**src/rtl/pipe_hazard_ctrl.sv**
```systemverilog
// pipe_hazard_ctrl: pipeline flush/stall controller for redirects, load-use hazards and external freezes.
// Optional HAZARD_STATS_EN adds saturating flush_cnt/stall_cnt event counters.
module pipe_hazard_ctrl #(
    parameter int NUM_STAGES  = 5,
    parameter int FLUSH_DEPTH = 2,
    parameter int FLUSH_HOLD  = 0,
    parameter int CNT_W       = 16
) (
    input  logic                  clk,
    input  logic                  rst_n,
    input  logic                  branch_taken,
    input  logic                  jump,
    input  logic                  load_use,
    input  logic                  ext_stall,
    output logic [NUM_STAGES-1:0] flush_vec,
    output logic [NUM_STAGES-1:0] stall_vec,
    output logic                  pc_hold,
    output logic                  busy
`ifdef HAZARD_STATS_EN
    ,
    output logic [CNT_W-1:0]      flush_cnt,
    output logic [CNT_W-1:0]      stall_cnt
`endif
);
    typedef enum logic [1:0] {S_IDLE, S_FLUSH, S_LU} state_t;

    localparam logic [NUM_STAGES-1:0] FRONT  = NUM_STAGES'((1 << FLUSH_DEPTH) - 1);
    localparam logic [NUM_STAGES-1:0] HOLD   = NUM_STAGES'(3);
    localparam logic [NUM_STAGES-1:0] BUBBLE = NUM_STAGES >= 3 ? NUM_STAGES'(4) : '0;

    if (FLUSH_DEPTH < 1 || FLUSH_DEPTH > NUM_STAGES - 1 || FLUSH_HOLD < 0 || FLUSH_HOLD > 15 || CNT_W < 1) begin : g_bad_params
        $error("pipe_hazard_ctrl: illegal parameter combination");
    end

    state_t     r_state;
    logic [3:0] r_cnt;
    logic       w_redirect, w_redir_acc, w_lu_stall, w_flush_on, w_freeze;

    // LU_STALL has a bubble in EX, so nothing there can resolve a redirect
    assign w_redirect  = branch_taken | jump;
    assign w_redir_acc = !ext_stall && w_redirect && r_state != S_LU;
    assign w_lu_stall  = rst_n && !ext_stall && !w_redirect && load_use && r_state == S_IDLE;
    assign w_flush_on  = rst_n && !ext_stall && (r_state == S_FLUSH || (r_state == S_IDLE && w_redirect));
    assign w_freeze    = rst_n && ext_stall;

    assign flush_vec = (w_flush_on ? FRONT : '0) | (w_lu_stall ? BUBBLE : '0);
    assign stall_vec = w_freeze ? '1 : (w_lu_stall ? HOLD : '0);
    assign pc_hold   = w_freeze | w_lu_stall;
    assign busy      = r_state != S_IDLE;

    always_ff @(posedge clk or negedge rst_n) begin
        if (!rst_n) begin
            r_state <= S_IDLE;
            r_cnt   <= '0;
        end else if (!ext_stall) begin
            if (w_redir_acc) begin
                r_cnt   <= 4'(FLUSH_HOLD);
                r_state <= FLUSH_HOLD > 0 ? S_FLUSH : S_IDLE;
            end else if (r_state == S_FLUSH) begin
                r_cnt   <= r_cnt - 4'd1;
                r_state <= r_cnt == 4'd1 ? S_IDLE : S_FLUSH;
            end else if (w_lu_stall) begin
                r_state <= S_LU;
            end else begin
                r_state <= S_IDLE;
            end
        end
    end

`ifdef HAZARD_STATS_EN
    logic [CNT_W-1:0] r_flush_cnt, r_stall_cnt;

    always_ff @(posedge clk or negedge rst_n) begin
        if (!rst_n) begin
            r_flush_cnt <= '0;
            r_stall_cnt <= '0;
        end else begin
            if (w_redir_acc && r_flush_cnt != '1) r_flush_cnt <= r_flush_cnt + 1'b1;
            if (w_lu_stall && r_stall_cnt != '1) r_stall_cnt <= r_stall_cnt + 1'b1;
        end
    end

    assign flush_cnt = r_flush_cnt;
    assign stall_cnt = r_stall_cnt;
`endif
endmodule

```
**config.mk**
```make
export PLATFORM = sky130hd
export DESIGN_NAME = pipe_hazard_ctrl
export DESIGN_NICKNAME = d
export VERILOG_FILES = /design/src/rtl/pipe_hazard_ctrl.sv
export SDC_FILE = /design/constraint.sdc
export NUM_CORES = 1
export LEC_CHECK = 0
export ABC_AREA = 1
export BUFFER_PORTS_ARGS = -buffer_cell sky130_fd_sc_hd__buf_4
export CAP_MARGIN = 10
export CORE_AREA = 3 3 40 42
export CTS_CLUSTER_SIZE = 30
export DETAILED_ROUTE_END_ITERATION = 16
export DIE_AREA = 0 0 43 45
export GPL_ROUTABILITY_DRIVEN = 0
export SLEW_MARGIN = 10
export SYNTH_ARGS = -nofsm -noshare
export SYNTH_HDL_FRONTEND = slang
export SYNTH_SLANG_ARGS = --single-unit
export TNS_END_PERCENT = 30
```
**constraint.sdc**
```tcl
create_clock -name clk -period 2.8 [get_ports clk]
set_clock_uncertainty 0.2 [all_clocks]
set_input_delay 0.56 -clock clk [delete_from_list [all_inputs] [get_ports clk]]
set_output_delay 0.56 -clock clk [all_outputs]
set_load 0.005 [all_outputs]
```
==> run_summary.xml <==
<?xml version="1.0" encoding="UTF-8"?>
<metrics>
  <group name="critical_path">
    <metric name="setup.worst_path.class" unit="">in -&gt; out</metric>
    <metric name="crit_path_top_delay_cell" unit="">sky130_fd_sc_hd__dlygate4sd3_1</metric>
    <metric name="cp.required" unit="ps">2040</metric>
    <metric name="timing.critical_path.max_delay_family" unit="">buffers and inverters</metric>
    <metric name="worst-endpoint-arrival" unit="ps">1760</metric>
    <metric name="cells_traversed_along_the_worst_timing_path" unit="">dlygate4sd3_1 &gt; buf_4 &gt; nand2_1 &gt; nor2_1 &gt; nand3_1 &gt; nand2_1 &gt; buf_4</metric>
    <metric name="critPathMaxStageDelay" unit="ps">520</metric>
    <metric name="critical_path_buf_inv_count" unit="">3</metric>
    <metric name="startpoint_type" unit="">primary input</metric>
    <metric name="type_of_destination_of_the_critical_path" unit="">output pin</metric>
    <metric name="cp_max_fo" unit="">8</metric>
  </group>
  <group name="clock_network">
    <metric name="cts_resized" unit="">0</metric>
    <metric name="ctsLongestPathBuffers" unit="">2</metric>
    <metric name="cts_tree" unit="">yes</metric>
    <metric name="clockRootBuffer" unit="">sky130_fd_sc_hd__clkbuf_4</metric>
    <metric name="cts_setup_buffers" unit="">0</metric>
    <metric name="cts-buffers-inserted" unit="">3</metric>
    <metric name="worst_skew_pair.late_latency" unit="ps">250</metric>
    <metric name="clkTransAtPathRegs" unit="ps">50</metric>
    <metric name="numClockSinks" unit="">6</metric>
    <metric name="cts-htree-levels" unit="">1</metric>
  </group>
  <group name="layout">
    <metric name="post_route_utilization" unit="%">42.5</metric>
    <metric name="drive_gt1_share" unit="%">29.3</metric>
    <metric name="num-nets-final" unit="">85</metric>
    <metric name="num_antenna_cells" unit="">0</metric>
    <metric name="area.growth.synth_to_final" unit="%">20.4</metric>
  </group>
  <group name="floorplanning">
    <metric name="dieHeight" unit="um">45</metric>
    <metric name="chipWidth" unit="um">43</metric>
    <metric name="die_area" unit="um2">1940</metric>
    <metric name="ios" unit="">18</metric>
    <metric name="fp.coreArea" unit="um2">1280</metric>
    <metric name="fp-row-count" unit="">13</metric>
    <metric name="initial_utilization" unit="%">35.2</metric>
  </group>
  <group name="detailed_routing">
    <metric name="routed_via_density" unit="">4.47</metric>
    <metric name="wire_per_inst" unit="um">9.78</metric>
    <metric name="detailedRoute.firstPassIterationCount" unit="">4</metric>
    <metric name="drc_errors" unit="">0</metric>
    <metric name="final_antenna_net_count" unit="">0</metric>
    <metric name="dr.first_iter.drc_count" unit="">2</metric>
    <metric name="routed_wirelength" unit="um">880</metric>
    <metric name="via_count" unit="">402</metric>
  </group>
  <group name="pwr">
    <metric name="power.share.sequential" unit="%">43.0</metric>
    <metric name="pwr-share-comb" unit="%">16.1</metric>
    <metric name="power_leakage" unit="nW">0.307</metric>
    <metric name="cell_internal_pwr" unit="uW">154</metric>
    <metric name="clockPowerShare" unit="%">40.9</metric>
    <metric name="power_density" unit="nW/um2">376</metric>
    <metric name="p_sw_share" unit="%">25.1</metric>
    <metric name="switching_power" unit="uW">51.5</metric>
    <metric name="worst_ir_drop_on_vdd" unit="mV">0.286</metric>
  </group>
  <group name="global_route">
    <metric name="grt_first_pass_wirelength" unit="um">1480</metric>
    <metric name="pin_count_of_the_biggest_net_entering_global_routing" unit="">9</metric>
    <metric name="first_global_vias" unit="">369</metric>
    <metric name="groute.usage.overall" unit="%">10.8</metric>
    <metric name="global_route.overflow_total" unit="">0</metric>
    <metric name="grt_antenna_before_repair" unit="">0</metric>
  </group>
  <group name="synth">
    <metric name="yosysTopAreaCellShare" unit="%">33.1</metric>
    <metric name="synth_area_leader_cell" unit="">sky130_fd_sc_hd__dfrtp_1</metric>
    <metric name="synth.top_cells.by_area" unit="">sky130_fd_sc_hd__dfrtp_1, sky130_fd_sc_hd__buf_4, sky130_fd_sc_hd__nand2_1</metric>
    <metric name="ys_seq_area_share" unit="%">33.1</metric>
    <metric name="synthDistinctLibCells" unit="">14</metric>
    <metric name="synth_warnings" unit="">0</metric>
    <metric name="ys_seq_elements" unit="">6</metric>
    <metric name="synthesis.area" unit="um2">453</metric>
    <metric name="post_synth_inst_count" unit="">65</metric>
    <metric name="post_synthesis_mean_instance_area" unit="um2">6.97</metric>
  </group>
  <group name="sta">
    <metric name="finalSetupViolations" unit="">0</metric>
    <metric name="peak_clock_frequency_supported_by_timing" unit="MHz">397</metric>
    <metric name="layout_worst_path_cycle_share" unit="%">90.0</metric>
    <metric name="fin_tns_setup" unit="ps">0</metric>
    <metric name="rsz_0062_raised_after_global_routing" unit="">no</metric>
    <metric name="finalHoldViolCount" unit="">0</metric>
    <metric name="period_minus_slack" unit="ps">2520</metric>
    <metric name="final_max_slew_viol_count" unit="">0</metric>
  </group>
  <group name="run">
    <metric name="cap_violations" unit="">0</metric>
  </group>
  <group name="status">
    <metric name="outcome" unit="">finished, final reports clean</metric>
  </group>
  <group name="worst_hold_path">
    <metric name="hold_path_class" unit="">reg -&gt; reg</metric>
  </group>
  <group name="placed_design">
    <metric name="detailed_place_hpwl" unit="um">689</metric>
    <metric name="number_of_i_o_port_buffers" unit="">15</metric>
  </group>
</metrics>
## cells in the final DEF, fill, tap and decap left out, drive strengths merged
cell and count:
dlygate4sd3 1, o21ai 2, inv 11, nor2 8, nand3 4, conb 2, buf 15, ha 2
nand2 16, nor3 1, clkbuf 3, a21oi 4, dfrtp 6
## synth_stat cells, drive strengths merged
master and instances:
nand2 16, nand3 4, dfrtp 6, nor3 1
ha 2, nor2 8, inv 11, a21oi 4
conb 1, buf 10, o21ai 2
## registers in the layout (all words and copies together), names as in the netlist
register,count
r_state,2
r_cnt,4
## tightest hold or removal path: stages, from the launching register on
cell,delay [ps]
sky130_fd_sc_hd__dfrtp_1,330
sky130_fd_sc_hd__inv_1,70
sky130_fd_sc_hd__a21oi_1,120
## path summary, 6_finish.rpt
path	depth (start not counted)	end	startpoint	slack, ps
min reg2reg	2	r_cnt[1]	r_cnt[1]	360
min	2	r_cnt[1]	r_cnt[1]	360
max in group asynchronous	2	r_state[0]	rst_n	1820
min in group asynchronous	2	r_cnt[3]	rst_n	460
max	7	pc_hold	rst_n	280
max reg2reg	5	r_cnt[1]	r_cnt[0]	1560
## through the flow
stage	power, mW	instance area [um2]	std cells	hold WS, ps	setup WS, ps
final	0.205	546	90	365	281
after global routing	0.216	546	90	382	166
after CTS	0.208	546	90	357	269
after detailed placement	0.122	513	86	180	775
after global placement	0.122	513	86	180	808
after floorplan	0.111	457	66	64.4	952
## kinds of logic (layout without fill, tap and decap cells)
logic type,count (synthesis),count (layout),share of synthesized area [%]
AND/OR/NAND/NOR,29,29,28.2
adder cells (fa/ha/maj),2,2,5.52
other,1,2,0.828
AO/OA/AOI/OAI,6,6,6.63
buffers and inverters,21,30,25.7
flip-flops,6,6,33.1
## layer usage
layer / GRT usage [%] / up-vias / wire length, um
li1: - / 206 / -
met2: 17.4 / 20 / 389
met5: 0 / - / 0
met3: 4.38 / 5 / 112
met1: 10.3 / 171 / 341
met4: 10.8 / 0 / 36
## power by group through the flow
stage	logic (mW)	registers, mW	clock network, mW
final	0.0330	0.0883	0.0839
after global routing	0.0367	0.0884	0.0913
after CTS	0.0334	0.0883	0.0863
after detailed placement	0.0322	0.0897	0
after global placement	0.0320	0.0897	0
after floorplan	0.0216	0.0896	0
## final cells by class
class                           count  area [um2]
Sequential cell                     6         150
Tap cell                           15        18.8
Clock buffer                        3        22.5
Fill cell                         149         739
Multi-Input combinational cell     39         190
Inverter                           11        41.3
Timing Repair Buffer               16         123
## what timing repair did
action,4_1_cts,5_1_grt
setup endpoints to repair,0,0
endpoints found under the hold margin,6,0
hold buffers,1,0
(Power assumes the default switching activity.)
